$ cat config.mk
export PLATFORM = sky130hd
export DESIGN_NAME = spi_slave_wr_flat
export DESIGN_NICKNAME = d
export VERILOG_FILES = /design/src/rtl/spi_slave_wr_if.sv /design/src/rtl/spi_slave_wr.sv /design/src/flat_wrapper.sv
export SDC_FILE = /design/constraint.sdc
export NUM_CORES = 1
export LEC_CHECK = 0
export ABC_AREA = 1
export BUFFER_PORTS_ARGS = -buffer_cell sky130_fd_sc_hd__clkbuf_2
export CORE_ASPECT_RATIO = 1.1
export CORE_UTILIZATION = 55
export CTS_BUF_LIST = sky130_fd_sc_hd__clkbuf_4 sky130_fd_sc_hd__clkbuf_8 sky130_fd_sc_hd__clkbuf_16
export DETAILED_ROUTE_END_ITERATION = 8
export HOLD_SLACK_MARGIN = 0.15
export MAX_ROUTING_LAYER = met4
export PLACE_DENSITY = 0.75
export SYNTH_ARGS = -nofsm -noshare
export SYNTH_HDL_FRONTEND = slang
export SYNTH_SLANG_ARGS = --single-unit
$ cat constraint.sdc
create_clock -name wr_clk -period 1.4 [get_ports wr_clk]
set_input_delay 0.42 -clock wr_clk [delete_from_list [all_inputs] [get_ports wr_clk]]
set_output_delay 0.42 -clock wr_clk [all_outputs]
set_load 0.02 [all_outputs]
$ cat src/rtl/spi_slave_wr_if.sv
// spi_slave_wr_if
//   Bundles the SPI pins and the FIFO write port of the SPI slave receive
//   front-end.
//   slave modport  : the front-end (samples SPI pins, drives the FIFO push).
//   master modport : the environment (SPI master pins, FIFO full flag).
//   Signals: sclk, cs_n, mosi, miso (SPI); wr_data, wr_en, wr_full (FIFO);
//            overflow, frame_active (status).
interface spi_slave_wr_if #(
  parameter int DATA_W = 8
);
  logic              sclk;
  logic              cs_n;
  logic              mosi;
  logic              miso;
  logic [DATA_W-1:0] wr_data;
  logic              wr_en;
  logic              wr_full;
  logic              overflow;
  logic              frame_active;

  modport slave (
    input  sclk, cs_n, mosi, wr_full,
    output miso, wr_data, wr_en, overflow, frame_active
  );

  modport master (
    output sclk, cs_n, mosi, wr_full,
    input  miso, wr_data, wr_en, overflow, frame_active
  );
endinterface

$ cat src/rtl/spi_slave_wr.sv
// spi_slave_wr
//   SPI (mode 0, MSB first) slave receive front-end. Oversamples the SPI pins
//   in the write-clock domain, assembles DATA_W-bit bytes and pushes each one
//   into the bridge FIFO. Returns a status byte {overflow, wr_full, 0...} on
//   miso as the first byte of every frame; overflow is sticky.
//   Ports:
//     wr_clk   : write-side clock, rising edge
//     wr_rst_n : asynchronous active-low reset
//     bus      : spi_slave_wr_if.slave (SPI pins, FIFO write port, status)
module spi_slave_wr #(
  parameter int DATA_W      = 8,
  parameter int SYNC_STAGES = 2
) (
  input  logic             wr_clk,
  input  logic             wr_rst_n,
  spi_slave_wr_if.slave    bus
);

  localparam int CNT_W = (DATA_W > 2) ? $clog2(DATA_W) : 1;

  typedef enum logic {IDLE, ACTIVE} state_t;

  state_t                  state_reg;
  logic [SYNC_STAGES-1:0]  sclk_sync_reg;
  logic [SYNC_STAGES-1:0]  cs_sync_reg;
  logic [SYNC_STAGES-1:0]  mosi_sync_reg;
  logic                    sclk_prev_reg;
  logic                    cs_prev_reg;
  logic [CNT_W-1:0]        bit_cnt_reg;
  logic [DATA_W-1:0]       rx_reg;
  logic [DATA_W-1:0]       tx_reg;
  logic [DATA_W-1:0]       wr_data_reg;
  logic                    wr_en_reg;
  logic                    miso_reg;
  logic                    overflow_reg;
  logic                    frame_active_reg;
  logic                    first_byte_reg;   // next completed byte is the frame's first
  logic                    ovf_at_load_reg;  // overflow value carried in this frame's status

  logic                    sclk_s;
  logic                    cs_s;
  logic                    mosi_s;
  logic                    sclk_rise;
  logic                    sclk_fall;
  logic                    cs_fall;
  logic                    cs_rise;
  logic [DATA_W-1:0]       rx_next;

  assign sclk_s    = sclk_sync_reg[SYNC_STAGES-1];
  assign cs_s      = cs_sync_reg[SYNC_STAGES-1];
  assign mosi_s    = mosi_sync_reg[SYNC_STAGES-1];
  assign sclk_rise = sclk_s & ~sclk_prev_reg;
  assign sclk_fall = ~sclk_s & sclk_prev_reg;
  assign cs_fall   = ~cs_s & cs_prev_reg;
  assign cs_rise   = cs_s & ~cs_prev_reg;
  assign rx_next   = {rx_reg[DATA_W-2:0], mosi_s};

  always_ff @(posedge wr_clk or negedge wr_rst_n) begin
    if (!wr_rst_n) begin
      state_reg        <= IDLE;
      sclk_sync_reg    <= '0;
      cs_sync_reg      <= '1;
      mosi_sync_reg    <= '0;
      sclk_prev_reg    <= 1'b0;
      cs_prev_reg      <= 1'b1;
      bit_cnt_reg      <= '0;
      rx_reg           <= '0;
      tx_reg           <= '0;
      wr_data_reg      <= '0;
      wr_en_reg        <= 1'b0;
      miso_reg         <= 1'b1;
      overflow_reg     <= 1'b0;
      frame_active_reg <= 1'b0;
      first_byte_reg   <= 1'b0;
      ovf_at_load_reg  <= 1'b0;
    end else begin
      sclk_sync_reg <= {sclk_sync_reg[SYNC_STAGES-2:0], bus.sclk};
      cs_sync_reg   <= {cs_sync_reg[SYNC_STAGES-2:0], bus.cs_n};
      mosi_sync_reg <= {mosi_sync_reg[SYNC_STAGES-2:0], bus.mosi};
      sclk_prev_reg <= sclk_s;
      cs_prev_reg   <= cs_s;
      wr_en_reg     <= 1'b0;

      case (state_reg)
        IDLE: begin
          miso_reg    <= 1'b1;
          bit_cnt_reg <= '0;
          if (cs_fall) begin
            state_reg        <= ACTIVE;
            frame_active_reg <= 1'b1;
            tx_reg           <= {overflow_reg, bus.wr_full, {(DATA_W-2){1'b0}}};
            miso_reg         <= overflow_reg;
            first_byte_reg   <= 1'b1;
            ovf_at_load_reg  <= overflow_reg;
          end
        end

        ACTIVE: begin
          // Deselect takes priority over any sclk edge seen in the same cycle.
          if (cs_rise) begin
            state_reg        <= IDLE;
            frame_active_reg <= 1'b0;
            bit_cnt_reg      <= '0;
            miso_reg         <= 1'b1;
          end else begin
            if (sclk_rise) begin
              rx_reg <= rx_next;
              if (bit_cnt_reg == CNT_W'(DATA_W-1)) begin
                bit_cnt_reg    <= '0;
                first_byte_reg <= 1'b0;
                if (bus.wr_full) begin
                  // A drop always sets overflow, even on the byte that
                  // would otherwise clear it.
                  overflow_reg <= 1'b1;
                end else begin
                  wr_data_reg <= rx_next;
                  wr_en_reg   <= 1'b1;
                  if (first_byte_reg && ovf_at_load_reg)
                    overflow_reg <= 1'b0;
                end
              end else begin
                bit_cnt_reg <= bit_cnt_reg + 1'b1;
              end
            end
            if (sclk_fall) begin
              tx_reg   <= {tx_reg[DATA_W-2:0], 1'b0};
              miso_reg <= tx_reg[DATA_W-2];
            end
          end
        end

        default: state_reg <= IDLE;
      endcase
    end
  end

  assign bus.miso         = miso_reg;
  assign bus.wr_data      = wr_data_reg;
  assign bus.wr_en        = wr_en_reg;
  assign bus.overflow     = overflow_reg;
  assign bus.frame_active = frame_active_reg;

endmodule

$ cat src/flat_wrapper.sv
// flat-port wrapper written by rule: the top's interface ports become plain ports
module spi_slave_wr_flat 
#(
  parameter int DATA_W      = 8,
  parameter int SYNC_STAGES = 2
)
  (wr_clk, wr_rst_n, bus_sclk, bus_cs_n, bus_mosi, bus_wr_full, bus_miso, bus_wr_data, bus_wr_en, bus_overflow, bus_frame_active);
  spi_slave_wr_if #(.DATA_W(DATA_W)) bus_i ();
  input  logic wr_clk;
  input  logic wr_rst_n;
  input wire logic [$bits(bus_i.sclk)-1:0] bus_sclk;
  input wire logic [$bits(bus_i.cs_n)-1:0] bus_cs_n;
  input wire logic [$bits(bus_i.mosi)-1:0] bus_mosi;
  input wire logic [$bits(bus_i.wr_full)-1:0] bus_wr_full;
  output wire logic [$bits(bus_i.miso)-1:0] bus_miso;
  output wire logic [$bits(bus_i.wr_data)-1:0] bus_wr_data;
  output wire logic [$bits(bus_i.wr_en)-1:0] bus_wr_en;
  output wire logic [$bits(bus_i.overflow)-1:0] bus_overflow;
  output wire logic [$bits(bus_i.frame_active)-1:0] bus_frame_active;
  assign bus_i.sclk = bus_sclk;
  assign bus_i.cs_n = bus_cs_n;
  assign bus_i.mosi = bus_mosi;
  assign bus_i.wr_full = bus_wr_full;
  assign bus_miso = bus_i.miso;
  assign bus_wr_data = bus_i.wr_data;
  assign bus_wr_en = bus_i.wr_en;
  assign bus_overflow = bus_i.overflow;
  assign bus_frame_active = bus_i.frame_active;
  spi_slave_wr #(.DATA_W(DATA_W), .SYNC_STAGES(SYNC_STAGES)) u_core (.wr_clk(wr_clk), .wr_rst_n(wr_rst_n), .bus(bus_i));
endmodule
== Yosys cells after proc, flatten, opt, wreduce, memory -nomap -nowiden ==
Cells that the tools add are included.
Storage, ports and cells
  register bits: 40
  input bits: 6
  output and inout port bits: 12
  word-level logic and storage cells: 75
Operators by class
  add/subtract/negate cells: 1
  eq/ne operators: 9
  muxes and demuxes: 29
  bitwise gates (word level): 11
  reductions and logical operators: 9
Operators by type and width (number)
  7-bit 2-to-1 mux: 3
  1-bit 2-to-1 mux: 17
  7-bit one-hot mux with 2 select lines: 1
  2-bit != test, second input constant: 5
  5-bit AND reduction: 2
  3-bit 2-to-1 mux: 3
  1-bit one-hot mux with 2 select lines: 4
  1-bit inverter: 7
  3-bit != test, second input constant: 2
  3-bit one-hot mux with 2 select lines: 1
  3-bit AND reduction: 2
  1-bit AND: 4
  2-bit AND reduction: 2
  4-bit AND reduction: 1
  3-bit by 1-bit adder with 3-bit output, second input constant: 1
  3-bit == test, second input constant: 1
  2-bit by 1-bit != test with 1-bit output, second input constant: 1
  2-bit nonzero test: 1
  1-bit logical AND: 1

== Logic depth before layout (Yosys ltp) ==
  depth after elaboration: 5
  mapped depth: 7
  depth with buffers taken out: 7

== Least setup slack after synthesis ==
OpenSTA, ideal clock, no wires.
  path type: register to register
  start: register u_core.bit_cnt_reg[0]
  end: register u_core.wr_data_reg[0], in the netlist u_core.bus.wr_data[0]
  arrival: 1182 ps
  data required time: 1283 ps
  path slack: 101 ps
  stages on the path, launching flop included: 8
  path buffers: 0
  period minus slack after synthesis: 1299 ps
  cell sequence: dfrtp_1 -> ha_1 -> ha_1 -> nand2_1 -> nor2_8 -> nand3_4 -> nand2_1 -> nand2_1
On the way
  longest elaborated chain between the ends: 2
Ends and longest elaborated chain
  start, declared: RTL line spi_slave_wr.sv:29  | logic [CNT_W-1:0] bit_cnt_reg;
  start signal, assigned: RTL line spi_slave_wr.sv:122  | bit_cnt_reg <= bit_cnt_reg + 1'b1;
  3-bit == test: RTL line spi_slave_wr.sv:108  | if (bit_cnt_reg == CNT_W'(DATA_W-1)) begin
  5-bit AND reduction (no line)
  end signal, assigned: RTL line spi_slave_wr.sv:116  | wr_data_reg <= rx_next;
  end, declared: RTL line spi_slave_wr.sv:32  | logic [DATA_W-1:0] wr_data_reg;
Every way passes these cells.
A chain may end at the register's enable or synchronous reset.

== Worst setup path in the final report ==
  start: register u_core.miso_reg, in the netlist u_core.bus.miso
  end: output port bus_miso
RTL lines
  start, declared: RTL line spi_slave_wr.sv:34  | logic miso_reg;
  start signal, assigned: RTL line spi_slave_wr.sv:92  | miso_reg <= overflow_reg;
  start signal, assigned: RTL line spi_slave_wr.sv:127  | miso_reg <= tx_reg[DATA_W-2];
  end, declared: RTL line flat_wrapper.sv:15  | output wire logic [$bits(bus_i.miso)-1:0] bus_miso;
No word-level cell between the ends.

==> results.json <==
{
  "outcome": "finished, violations left",
  "violations": "setup timing",
  "routed_wl_mm": 2.42,
  "endpoint_kind": "primary output",
  "core_area_sq_mm": 0.00247,
  "synth-seq-cells": 34,
  "synth_edf_count": 0,
  "final_nets": 180,
  "critical_path.max_fanout": 2,
  "power.leakage_nw": 0.934,
  "numCtsBuffers": 5,
  "first_global_vias": 929,
  "num_io_pins": 18,
  "viasPerCell": 5.00,
  "synth_fp_nets": 153,
  "seqPwrFrac": 0.576,
  "netlist_top_cells_area": "dfrtp_1 (52%), nand2_1 (14%), dfstp_2 (7.3%)",
  "n_antenna_cell": 0,
  "clk_latency_ns": 0.33,
  "final.setup_skew_ns": 0.00566,
  "post-route-period-util": 1.01,
  "seq_area_frac_synth": 0.598,
  "grt-ovfl-total": 0,
  "min-delay-start": "bus_mosi",
  "cts_tree": "done",
  "dieArea_sq_mm": 0.00281,
  "slowest_stage": "dfstp_2",
  "r2r_setup_slack_ns": 0.10,
  "syn_avg_cell_area_sq_um": 9.94,
  "placed_cells": 192,
  "postCtsSetupBuffers": 0,
  "power_switching_uw": 602,
  "h-tree-depth": 2,
  "antenna_found_initial": 0,
  "cts-root-buf": "clkbuf_4",
  "synth.distinct_cells": 19,
  "post-route-util": 0.689,
  "crit_chain": "buf_8",
  "stdcell_area_sq_mm": 0.00170,
  "maxSlewViolCount": 0,
  "io_buffers": 17,
  "hold_violations": 0,
  "synth_flop_cell": "dfrtp_1",
  "post-synth-top-count-cell": "nand2_1",
  "ant_nets": 0,
  "dr.pass1.iters": 4,
  "async_reset_ff_frac": 1.00,
  "clk_pin_slew_ns": 0.10,
  "vias": 1014,
  "p_int_mw": 1.49,
  "row_count": 19,
  "cp.required_ns": 0.98,
  "relSlewSlack": 0.750,
  "yosys_warnings": 0,
  "grt_max_degree": 22,
  "avgRoutedWirePerCell_um": 11.9,
  "tightest_slew_ns": 0.376,
  "dpl-instance-area_sq_mm": 0.00156,
  "yosysTopAreaCellShare": 0.524,
  "cts_sinks": 34,
  "arrival_ns": 0.99,
  "power_density_mw_per_mm2": 1230,
  "r2r_end": "u_core.bus.wr_data[6]",
  "ys_top_cells_by_count": "nand2_1 (54), dfrtp_1 (30), nand3_1 (11), nand4_1 (9), inv_1 (8)",
  "yosys.area.top_type": "dfrtp_1",
  "cp.depth": 1,
  "grt_pass1_wl_mm": 4.16,
  "swShare": 0.287,
  "crit_family": "flip-flops",
  "fill_cells": 186,
  "die_x_um": 50.6,
  "reg2reg_depth": 7,
  "p_clk_frac": 0.272,
  "synth_cells": 144,
  "r2r-start": "u_core.bit_cnt_reg[0]",
  "critPathCapture": "bus_miso",
  "synth_area_sq_mm": 0.00143,
  "initial_core_util": 0.579,
  "power_mw": 2.10,
  "period_needed_ns": 1.41,
  "worstPathBufferInverterCount": 1,
  "finalWorstSetupSlack_ns": -0.0139,
  "fmax_mhz": 707,
  "drive_above_1_share": 0.302,
  "critPathKind": "reg -> out",
  "drc": 0,
  "min_path_type": "in -> reg",
  "area_delta_synth_final_pct": 19.1,
  "dp_hpwl_mm": 1.64,
  "largest_reg_flops": 8,
  "setup_viol": 1,
  "p_comb_frac": 0.152,
  "finalSetupTns_ns": -0.0139,
  "start_kind": "flip-flop",
  "die_y_um": 55.5,
  "rsz0062_at_grt": "yes",
  "peakVddDrop_uv": 1040,
  "grt_use_total": 0.210,
  "cts_buffer_depth": 2,
  "drt_iter0_markers": 23,
  "place_congestion": 0.803,
  "crit_start": "u_core.bus.miso",
  "drv_cap": 0,
  "max_stage_delay_ns": 0.56,
  "instances_no_fill": 203
}
==> power by group through the flow <==
| stage | clock [mW] | sequential (mW) | combinational, mW |
|---|---|---|---|
| 2_1_floorplan | 0 | 1.21 | 0.204 |
| 3_3_place_gp | 0 | 1.21 | 0.291 |
| 3_5_place_dp | 0 | 1.22 | 0.300 |
| 4_1_cts | 0.592 | 1.20 | 0.316 |
| 5_1_grt | 0.637 | 1.22 | 0.368 |
| 6_report | 0.570 | 1.21 | 0.319 |
==> cells in the final DEF (no fill, tap or decap), types with 2 or more instances in the layout <==
master and instances:
ha_4 2, buf_4 3, inv_1 8, dfstp_2 4, clkbuf_4 6, nand4_1 9, o21ai_1 5, nand2_4 3
dfrtp_1 30, clkbuf_2 16, nand3_2 2, inv_2 5, nand2_1 53, dlygate4sd3_1 2, nand3_1 11
==> area by class of cell <==
type,instances,area [sq um],area share
Timing Repair Buffer,23,158,0.0925
Multi-Input combinational cell,94,539,0.316
Tap cell,31,38.8,0.0228
Sequential cell,34,856,0.502
Clock buffer,7,58.8,0.0345
Inverter,13,48.8,0.0286
Clock inverter,1,5.00,0.00294
==> how the worst min path moves through the flow <==
stage,cells after the start,end,slack (ns)
after floorplan,0,u_core.bit_cnt_reg[0],0.12
after global placement,0,u_core.mosi_sync_reg[1],0.33
after detailed placement,0,u_core.sclk_sync_reg[1],0.34
after CTS,1,u_core.mosi_sync_reg[0],0.17
after global routing,1,u_core.sclk_sync_reg[0],0.16
final,1,u_core.mosi_sync_reg[0],0.19
==> through the flow <==
stage / hold slack, ns / setup slack (ns)
detailed placement: 0.337 / -0.00115
CTS: 0.172 / -0.0463
finish: 0.187 / -0.0139
global route: 0.157 / -0.0591
floorplan: 0.124 / 0.101
global placement: 0.333 / 0.0353
==> routing by layer <==
metal / vias up / share of wire / GRT usage
met1: 465 / 0.48 / 0.267
li1: 523 / - / -
met3: 2 / 0.043 / 0.0826
met5: - / 0 / -
met4: 0 / 0.010 / 0.0476
met2: 24 / 0.46 / 0.318
==> timing repair <==
action	CTS	global route
hold endpoints to repair	10	0
hold buffers	2	0
pin swaps	2	1
gates resized for setup	5	6
setup endpoints to repair	9	12
gates cloned	1	0
==> cell families (layout without fill, tap and decap cells) <==
| logic type | count (synthesis) | count (layout) | share of synthesized area |
|---|---|---|---|
| AND/OR/NAND/NOR | 84 | 85 | 0.286 |
| flip-flops | 34 | 34 | 0.598 |
| buffers and inverters | 17 | 44 | 0.0612 |
| AO/OA/AOI/OAI | 6 | 6 | 0.0288 |
| adder cells (fa/ha/maj) | 3 | 3 | 0.0262 |
Note: power is estimated with default switching activity, not from simulation.
